==> config.mk <==
export PLATFORM = sky130hd
export DESIGN_NAME = intersection_phase_arbiter
export DESIGN_NICKNAME = d
export VERILOG_FILES = /design/src/rtl/traffic_pkg.sv /design/src/rtl/rr_next_sel.sv /design/src/rtl/intersection_phase_arbiter.sv
export SDC_FILE = /design/constraint.sdc
export NUM_CORES = 1
export LEC_CHECK = 0
export CORE_MARGIN = 4
export CORE_UTILIZATION = 54
export CTS_CLUSTER_DIAMETER = 40
export DETAILED_ROUTE_END_ITERATION = 10
export PLACE_DENSITY = 0.79
export SLEW_MARGIN = 30
export SYNTH_ARGS = -nofsm -noshare
export SYNTH_HDL_FRONTEND = slang
export SYNTH_SLANG_ARGS = --single-unit
==> constraint.sdc <==
create_clock -name clk -period 3.16 [get_ports clk]
set_input_delay 0.474 -clock clk [delete_from_list [all_inputs] [get_ports clk]]
set_output_delay 0.474 -clock clk [all_outputs]
set_load 0.01 [all_outputs]
==> src/rtl/traffic_pkg.sv <==
// Light codes and phase encodings shared by the intersection arbiter and the
// highway/country controller.
package traffic_pkg;

   typedef enum logic [1:0] {
      LIGHT_RED    = 2'd0,
      LIGHT_YELLOW = 2'd1,
      LIGHT_GREEN  = 2'd2
   } lightCode_t;

   typedef enum logic [1:0] {
      PH_IDLE   = 2'd0,
      PH_GREEN  = 2'd1,
      PH_YELLOW = 2'd2,
      PH_ALLRED = 2'd3
   } phase_t;

endpackage

==> src/rtl/rr_next_sel.sv <==
// Combinational round-robin picker: first set bit of ereq found by scanning
// upward from ptr, wrapping modulo N_APP.
module rr_next_sel #(
   parameter  int N_APP = 4,
   localparam int AW    = (N_APP > 1) ? $clog2(N_APP) : 1
) (
   input  logic [N_APP-1:0] ereq,
   input  logic [AW-1:0]    ptr,
   output logic [AW-1:0]    sel,
   output logic             any
);

   int w_idx;

   // The first hit wins; later hits in the scan are ignored once any is set.
   always_comb begin
      sel   = '0;
      any   = 1'b0;
      w_idx = 0;
      for (int i = 0; i < N_APP; i++) begin
         w_idx = int'(ptr) + i;
         if (w_idx >= N_APP) w_idx = w_idx - N_APP;
         if (!any && ereq[w_idx]) begin
            any = 1'b1;
            sel = AW'(w_idx);
         end
      end
   end

endmodule

==> src/rtl/intersection_phase_arbiter.sv <==
// Shares one green phase among N_APP approaches with min/max green, yellow,
// all-red clearance, round-robin service and a single emergency preempt.
module intersection_phase_arbiter
   import traffic_pkg::*;
#(
   parameter  int N_APP      = 4,
   parameter  int MIN_GREEN  = 4,
   parameter  int MAX_GREEN  = 12,
   parameter  int YEL_CYC    = 3,
   parameter  int ALLRED_CYC = 2,
   localparam int AW         = (N_APP > 1) ? $clog2(N_APP) : 1
) (
   input  logic               clk,
   input  logic               clear,
   input  logic [N_APP-1:0]   req,
   input  logic               emerg,
   input  logic [AW-1:0]      emerg_app,
   output logic [2*N_APP-1:0] light,
   output logic [AW-1:0]      cur_app,
   output logic [1:0]         phase
);

   localparam int TW = $clog2(MAX_GREEN + YEL_CYC + ALLRED_CYC + 1);

   phase_t             r_phase;
   logic [AW-1:0]      r_curApp;
   logic [AW-1:0]      r_ptr;
   logic [TW-1:0]      r_timer;
   logic [2*N_APP-1:0] r_light;

   logic               w_emergValid;
   logic [N_APP-1:0]   w_emergOneHot;
   logic [N_APP-1:0]   w_curOneHot;
   logic [N_APP-1:0]   w_ereq;
   logic               w_others;
   logic [AW-1:0]      w_nextPtr;
   logic [AW-1:0]      w_pickPtr;
   logic [AW-1:0]      w_rrSel;
   logic [AW-1:0]      w_sel;
   logic               w_any;
   logic               w_preempt;
   logic               w_hold;
   logic               w_normalExit;
   logic               w_greenExit;

   // An out-of-range emergency index can only exist when N_APP is not a power of two.
   generate
      if ((1 << AW) == N_APP) begin : g_fullRange
         assign w_emergValid = emerg;
      end else begin : g_partRange
         assign w_emergValid = emerg && (int'(emerg_app) < N_APP);
      end
   endgenerate

   assign w_emergOneHot = w_emergValid ? (N_APP'(1) << emerg_app) : '0;
   assign w_curOneHot   = N_APP'(1) << r_curApp;
   assign w_ereq        = req | w_emergOneHot;
   assign w_others      = |(w_ereq & ~w_curOneHot);

   // At the end of all-red the search restarts just past the approach that was served.
   assign w_nextPtr = (r_curApp == AW'(N_APP - 1)) ? '0 : r_curApp + AW'(1);
   assign w_pickPtr = (r_phase == PH_ALLRED) ? w_nextPtr : r_ptr;
   assign w_sel     = w_emergValid ? emerg_app : w_rrSel;

   rr_next_sel #(.N_APP(N_APP)) u_rrSel (
      .ereq (w_ereq),
      .ptr  (w_pickPtr),
      .sel  (w_rrSel),
      .any  (w_any)
   );

   assign w_preempt    = w_emergValid && (emerg_app != r_curApp);
   assign w_hold       = w_emergValid && (emerg_app == r_curApp);
   assign w_normalExit = (r_timer >= TW'(MIN_GREEN - 1)) && w_others &&
                         (!w_ereq[r_curApp] || (r_timer == TW'(MAX_GREEN - 1)));
   assign w_greenExit  = w_preempt || (!w_hold && w_normalExit);

   function automatic logic [2*N_APP-1:0] lightFor(input logic [AW-1:0] app,
                                                    input lightCode_t code);
      lightFor = '0;
      for (int i = 0; i < N_APP; i++) begin
         if (AW'(i) == app) lightFor[2*i +: 2] = code;
      end
   endfunction

   // Lights are loaded together with the state so they never lag phase/cur_app.
   always_ff @(posedge clk) begin
      if (clear) begin
         r_phase  <= PH_IDLE;
         r_curApp <= '0;
         r_ptr    <= '0;
         r_timer  <= '0;
         r_light  <= '0;
      end else begin
         case (r_phase)
            PH_IDLE: begin
               if (w_any) begin
                  r_phase  <= PH_GREEN;
                  r_curApp <= w_sel;
                  r_timer  <= '0;
                  r_light  <= lightFor(w_sel, LIGHT_GREEN);
               end
            end
            PH_GREEN: begin
               if (w_greenExit) begin
                  r_phase <= PH_YELLOW;
                  r_timer <= '0;
                  r_light <= lightFor(r_curApp, LIGHT_YELLOW);
               end else if (r_timer != TW'(MAX_GREEN - 1)) begin
                  r_timer <= r_timer + TW'(1);
               end
            end
            PH_YELLOW: begin
               if (r_timer == TW'(YEL_CYC - 1)) begin
                  r_phase <= PH_ALLRED;
                  r_timer <= '0;
                  r_light <= '0;
               end else begin
                  r_timer <= r_timer + TW'(1);
               end
            end
            PH_ALLRED: begin
               if (r_timer == TW'(ALLRED_CYC - 1)) begin
                  r_ptr   <= w_nextPtr;
                  r_timer <= '0;
                  if (w_any) begin
                     r_phase  <= PH_GREEN;
                     r_curApp <= w_sel;
                     r_light  <= lightFor(w_sel, LIGHT_GREEN);
                  end else begin
                     r_phase <= PH_IDLE;
                     r_light <= '0;
                  end
               end else begin
                  r_timer <= r_timer + TW'(1);
               end
            end
            default: begin
               r_phase <= PH_IDLE;
               r_timer <= '0;
               r_light <= '0;
            end
         endcase
      end
   end

   assign light   = r_light;
   assign cur_app = r_curApp;
   assign phase   = r_phase;

endmodule

==> metrics.log, run 1 <==
[metrics] run status: finished, final reports clean
[metrics] clock root buffer: sky130_fd_sc_hd__clkbuf_4
[metrics] remaining global-route overflow: 0
[metrics] pin count of the biggest net entering global routing: 24
[metrics] kind of launch point of the worst setup path: primary input
[metrics] post-synthesis cell area: 0.00149 sq mm
[metrics] reg2reg end: light[1]$_SDFFE_PP0P_
[metrics] most common cell after layout, fill and taps aside: sky130_fd_sc_hd__clkdlybuf4s50_1
[metrics] die width: around 60 um
[metrics] endpoint arrival time on the critical path: 2.90 ns
[metrics] CP endpoint kind: flop
[metrics] clock tree buffer depth: 2
[metrics] instance count after placement with tap cells included: about 230
[metrics] Static Leak: between 0.6 and 0.7 nW
[metrics] proportion of layout cells with a drive suffix above 1: 0.114
[metrics] Main synth FF type: sky130_fd_sc_hd__dfxtp_1
[metrics] share of Yosys cell area claimed by the top area cell type: 0.256
[metrics] total DRC errors in the routed layout: 0
[metrics] Worst Hold Endpoint: light[2]$_SDFFE_PP0P_
[metrics] post-synthesis net count: 203
[metrics] critical path cell sequence: clkdlybuf4s50_1, nor3b_1, o221a_1, o2111ai_2, a311oi_1, a2bb2oi_1, o2bb2ai_1
[metrics] number of gates on the worst path with buffers counted: 7
[metrics] PortBufs: 20
[metrics] number of flops mapped to enable cells by yosys: 0
[metrics] aggregate routed wire length: 3470 um
[metrics] number of instances resized during post-cts repair: 0
[metrics] dominant cells by area after synthesis: sky130_fd_sc_hd__dfxtp_1 26%, sky130_fd_sc_hd__ha_1 10%, sky130_fd_sc_hd__nand2_1 4.8%
[metrics] worst hold path cell count: 2
[metrics] commonest cells after routing, fill and taps aside: 20 x sky130_fd_sc_hd__clkdlybuf4s50_1, 19 x sky130_fd_sc_hd__nand2_1, 19 x sky130_fd_sc_hd__dfxtp_1
[metrics] origin of the worst setup path: emerg
[metrics] max-capacitance violation count: 0
[metrics] First-pass DRT Iterations: 4
[metrics] Max H-tree Level: 1
[metrics] vertical extent of the die: 60.5 um
[metrics] Synth-to-Final Area Change: 16.6%
[metrics] number of buffer and inverter stages on the critical path: 1
[metrics] Achievable Freq: 0.378 GHz
[metrics] global-route wire length before repair: a little under 6000 um
[metrics] Top Ports: 21
[metrics] relative max-transition margin: 0.551
[metrics] Worst Max-Slew Pin Slew: about 0.67 ns
[metrics] number of placement rows: 18
[metrics] area post-placement: roughly 0.0017 sq mm
[metrics] Clock Sink Count: 19
[metrics] data required time of the critical path: ~3.4 ns
[metrics] Setup Viol. Count Final: 0
[metrics] fin crit share: 0.838
[metrics] post-DR vias/cell: between 5 and 6
[metrics] Worst Hold Class: reg2reg
[metrics] clock tree skew after final layout: 0.00176 ns
[metrics] setup repair after global routing missed its margin: no
[metrics] clock tree from TritonCTS: yes
[metrics] worst vdd ir: roughly 460 uV
[metrics] clock-pin transition on the worst setup and hold timing paths: approximately 0.11 ns
[metrics] Hold WS: 0.462 ns
[metrics] start point of the worst min-delay path: light[2]$_SDFFE_PP0P_
[metrics] detailed-route via count: ~1400
[metrics] Largest delay share family, worst path: compound AO/OA/AOI/OAI gates
[metrics] sum of net half-perimeters after detailed placement: around 2700 um
[metrics] final-report hold violation count: 0
[metrics] Max Transition Viols Final: 0
[metrics] leading area contributor after synthesis: sky130_fd_sc_hd__dfxtp_1
[metrics] Synth Warn #: 0
[metrics] number of nets in the finished design: 224
[metrics] insertion delay to the later sink of the worst-skew pair: roughly 0.31 ns
[metrics] die area: approximately 0.0037 sq mm
[metrics] number of distinct library cells after synthesis: 55
[metrics] CP max FO: 13
[metrics] register bit count reported by yosys: 19
[metrics] setup slack on the worst flop-to-flop path: 0.56 ns
[metrics] Post-Synthesis Mean Instance Area: about 8.2 sq um
[metrics] power density normalized to cell area: approximately 570 mW/mm^2
[metrics] final period demand of the worst path: approximately 2.6 ns
[metrics] Finished Layout Cells: 232
[metrics] core area: ~0.0025 sq mm
[metrics] number of cell instances on the worst register-to-register path: 8
[metrics] slowest stage delay, CP: between 0.7 and 0.8 ns
[metrics] Final Instance Area: approximately 0.0017 sq mm
[metrics] vias in the first global route: ~1300
[metrics] effective utilization at floorplan: 0.584
[metrics] routed length per instance: around 15 um
[metrics] routability-driven placement congestion ratio: 0.893
[metrics] cell count after synthesis: around 180
[metrics] CTS Hold Bufs: 0
[metrics] number of antenna violations at the first check in global routing: 0
[metrics] share of flip-flops with an asynchronous set or reset after synthesis: 0
[metrics] total CTS buffers: 3
[metrics] Overall Global Routing Usage: 0.209
[metrics] DRC violation total after the first TritonRoute iteration: 64
[metrics] sum of negative setup slack: 0 ns
[metrics] critical path class: in2reg
[metrics] highest-delay cell along the critical path: sky130_fd_sc_hd__clkdlybuf4s50_1
[metrics] Setup Buffers After CTS: 0
[metrics] antenna-violating nets left: 0
[metrics] Antenna diodes: 0
[metrics] part of the Yosys area used for sequential elements: 0.256
[metrics] RR Startpoint: cur_app[0]$_SDFFE_PP0P_
-- worst max-delay path by stage --
stage / endpoint / slack (ns)
detailed placement: r_timer[3]$_SDFFE_PP0P_ / 0.23
global placement: light[3]$_SDFFE_PP0P_ / 0.31
global route: r_timer[3]$_SDFFE_PP0P_ / 0.31
floorplan: light[3]$_SDFFE_PP0P_ / 0.89
finish: r_timer[3]$_SDFFE_PP0P_ / 0.51
CTS: r_timer[3]$_SDFFE_PP0P_ / 0.56
-- stage by stage --
step | worst slack, ns | util | power, W
6_report | 0.513 | 0.681 | 0.000988
5_1_grt | 0.308 | 0.681 | 0.00107
4_1_cts | 0.557 | 0.681 | 0.000990
3_5_place_dp | 0.233 | 0.670 | 0.000859
3_3_place_gp | 0.306 | 0.670 | 0.000844
2_1_floorplan | 0.893 | - | 0.000686
-- routing by layer --
layer,GRT usage,share of wire,vias to the layer above
met5,0,0,-
met4,0.0279,0.0023,0
met3,0.0532,0.060,2
met2,0.338,0.47,43
met1,0.290,0.47,631
li1,-,-,697
-- synth_stat cells, drive strengths merged (2+ instances only) --
| library cell | instances |
|---|---|
| buf | 5 |
| nand3 | 11 |
| nor2b | 2 |
| nand2b | 8 |
| nand4b | 2 |
| o21a | 2 |
| a2bb2oi | 2 |
| nand3b | 5 |
| o22ai | 2 |
| dfxtp | 19 |
| ha | 12 |
| mux2i | 5 |
| inv | 10 |
| mux2 | 2 |
| and2 | 2 |
| nand2 | 19 |
| or2 | 7 |
| a21oi | 11 |
| nor2 | 14 |
| clkbuf | 2 |
| o21bai | 2 |
| xor2 | 2 |
| nor3 | 7 |
| o21ai | 6 |
-- sequential cells by signal, summed over array words and instances, names as in the netlist --
name	count
cur_app	2
r_ptr	2
light	8
r_timer	5
phase	2
-- layout make-up --
class / count / area [sq um]
clock inverters: 1 / 5.00
clock buffers: 3 / 22.5
multi-input cells: 146 / 1030
flip-flops and latches: 19 / 380
repair buffers: 23 / 223
well taps: 30 / 37.5
inverters: 10 / 37.5
fillers: 226 / 812
-- worst reg2reg max path: cells and delay by family, from the launching register on --
kind | cells | cell delay (ns)
AND/OR/NAND/NOR | 3 | 0.86
flip-flops | 1 | 0.60
adder cells (fa/ha/maj) | 1 | 0.36
multiplexers | 1 | 0.29
AO/OA/AOI/OAI | 2 | 0.28
buffers and inverters | 1 | 0.12
-- kinds of logic (layout without fill, tap and decap cells) --
group,Yosys count,in the layout,share of synthesized area
AO/OA/AOI/OAI,40,40,0.211
flip-flops,19,19,0.256
AND/OR/NAND/NOR,85,85,0.316
adder cells (fa/ha/maj),12,12,0.101
XOR/XNOR,2,2,0.0118
multiplexers,7,7,0.0513
buffers and inverters,17,37,0.0530
-- where the power goes --
group | leakage [nW] | internal, W | switching [W]
registers | 0.154 | 0.000280 | 0.0000528
clock network | 0.0177 | 0.0000473 | 0.0000819
logic | 0.473 | 0.000241 | 0.000285
(Power assumes the default switching activity.)
==> run 2: changes to the inputs <==
Settings changed: CORE_UTILIZATION 54 to 49, PLACE_DENSITY 0.79 to 0.76.
Clock period 3.16 ns to 2.4 ns, I/O delays scaled along.
==> metrics.log, run 2 (synthesis results as in run 1) <==
[metrics] Largest delay share family, worst path: simple AND/OR/NAND/NOR gates
[metrics] proportion of layout cells with a drive suffix above 1: 0.194
[metrics] total CTS buffers: 3
[metrics] Max H-tree Level: 1
[metrics] Synth-to-Final Area Change: 27.6%
[metrics] Routed met2 length: 1880 um
[metrics] Overall Global Routing Usage: 0.201
[metrics] fin crit share: 0.974
[metrics] Clock Sink Count: 19
[metrics] clock root buffer: sky130_fd_sc_hd__clkbuf_4
[metrics] run status: finished, final reports clean
[metrics] worst-case setup slack after placement: -0.187 ns
[metrics] clock tree skew after final layout: between 0.002 and 0.0025 ns
[metrics] critical path class: in2reg
[metrics] clock-pin transition on the worst setup and hold timing paths: between 0.1 and 0.15 ns
[metrics] slowest stage delay, CP: 0.63 ns
[metrics] Max Transition Viols Final: 0
[metrics] clock tree buffer depth: 2
[metrics] Hold WS: between 0.4 and 0.5 ns
[metrics] vias in the first global route: between 1000 and 1500
[metrics] die area: 0.00398 sq mm
[metrics] number of buffer and inverter stages on the critical path: 2
[metrics] endpoint arrival time on the critical path: 2.58 ns
[metrics] Antenna diodes: 0
[metrics] final-report hold violation count: 0
[metrics] kind of launch point of the worst setup path: primary input
[metrics] final worst setup slack: ~0.063 ns
[metrics] core area: 0.00283 sq mm
[metrics] routed metal-1 wire length: around 1700 um
[metrics] Static Leak: about 0.75 nW
[metrics] number of nets in the finished design: between 200 and 250
[metrics] remaining global-route overflow: 0
[metrics] number of placement rows: 19
[metrics] routed length on met3: 260 um
[metrics] DRC violation total after the first TritonRoute iteration: 100
[metrics] sum of net half-perimeters after detailed placement: 3110 um
[metrics] setup repair after global routing missed its margin: no
[metrics] global-route wire length before repair: ~6500 um
[metrics] die width: approximately 63 um
[metrics] Top Ports: 21
[metrics] First-pass DRT Iterations: 4
[metrics] PortBufs: 20
[metrics] CTS Hold Bufs: 0
[metrics] aggregate routed wire length: roughly 4000 um
[metrics] highest metal used: met4
[metrics] detailed-route via count: around 1500
[metrics] max-capacitance violation count: 0
[metrics] pin count of the biggest net entering global routing: 21
[metrics] most common cell after layout, fill and taps aside: sky130_fd_sc_hd__buf_4
[metrics] data required time of the critical path: roughly 2.6 ns
[metrics] commonest cells after routing, fill and taps aside: 23 x sky130_fd_sc_hd__buf_4, 20 x sky130_fd_sc_hd__clkdlybuf4s50_1, 19 x sky130_fd_sc_hd__nand2_1, 19 x sky130_fd_sc_hd__dfxtp_1, 14 x sky130_fd_sc_hd__nor2_1
[metrics] Worst Hold Class: reg2reg
[metrics] relative max-transition margin: 0.737
[metrics] vertical extent of the die: around 63 um
[metrics] CP max FO: 7
[metrics] power density normalized to cell area: ~760 mW/mm^2
[metrics] routability-driven placement congestion ratio: around 0.85
[metrics] highest-delay cell along the critical path: sky130_fd_sc_hd__clkdlybuf4s50_1
[metrics] Setup Viol. Count Final: 0
[metrics] effective utilization at floorplan: 0.525
[metrics] number of instances resized during post-cts repair: 0
[metrics] insertion delay to the later sink of the worst-skew pair: 0.31 ns
[metrics] post-DR vias/cell: approximately 5.9
[metrics] routed length per instance: approximately 16 um
[metrics] number of flip-flops in the largest register: 8
[metrics] number of antenna violations at the first check in global routing: 0
[metrics] worst vdd ir: 518 uV
[metrics] Worst Max-Slew Pin Slew: ~0.39 ns
[metrics] total DRC errors in the routed layout: 0
[metrics] CP endpoint kind: flop
[metrics] final period demand of the worst path: 2.34 ns
[metrics] antenna-violating nets left: 0
[metrics] clock tree from TritonCTS: yes
[metrics] Setup Buffers After CTS: 0
[metrics] critical path cell sequence: clkdlybuf4s50_1, nor2b_1, buf_4, nor4_1, o21ai_0, and4_1, or4_4, o22ai_2
[metrics] Achievable Freq: approximately 0.43 GHz
run 2: stage by stage:
| step | util | cells | area (sq um) | TNS, ns | total power [W] |
|---|---|---|---|---|---|
| 5_1_grt | 0.671 | 253 | 1900 | 0 | 0.00153 |
| 4_1_cts | 0.666 | 253 | 1880 | 0 | 0.00142 |
| 3_5_place_dp | 0.656 | 249 | 1860 | -1.88 | 0.00125 |
| 6_report | 0.671 | 253 | 1900 | 0 | 0.00143 |
| 2_1_floorplan | - | 182 | 1490 | 0 | 0.000903 |
| 3_3_place_gp | 0.656 | 249 | 1860 | -0.884 | 0.00122 |
run 2: layout make-up:
type                    instances  area, sq um
multi-input cells             146         1040
fillers                       240          932
flip-flops and latches         19          380
repair buffers                 43          373
well taps                      31         38.8
inverters                      10         37.5
clock buffers                   4         26.3
run 2: worst register-to-register path: stages (launching register included):
cell and delay, ns:
sky130_fd_sc_hd__dfxtp_1 0.35, sky130_fd_sc_hd__inv_1 0.09, sky130_fd_sc_hd__ha_1 0.36, sky130_fd_sc_hd__mux2i_4 0.24
sky130_fd_sc_hd__nor2_1 0.09, sky130_fd_sc_hd__a21boi_0 0.24, sky130_fd_sc_hd__and4_1 0.30, sky130_fd_sc_hd__or4b_1 0.44
sky130_fd_sc_hd__o32ai_1 0.11
run 2: path summary, 6_finish.rpt:
kind / startpoint / to / slack, ns / cells past startpoint
max: emerg_app[1] / light[5]$_SDFFE_PP0P_ / 0.06 / 8
max reg2reg: cur_app[1]$_SDFFE_PP0P_ / light[1]$_SDFFE_PP0P_ / 0.10 / 8
min: light[0]$_SDFFE_PP0P_ / light[0]$_SDFFE_PP0P_ / 0.46 / 2
min reg2reg: light[0]$_SDFFE_PP0P_ / light[0]$_SDFFE_PP0P_ / 0.46 / 2
run 2: report_power, final:
group          switching, W  internal [W]  leakage (nW)
Clock              0.000108     0.0000650        0.0150
Combinational      0.000443      0.000412         0.576
Sequential        0.0000357      0.000368         0.154
run 2: routing by layer:
metal	GRT usage	up-vias
met2	0.328	61
li1	-	735
met1	0.268	691
met5	0	-
met4	0.0744	0
met3	0.0266	10
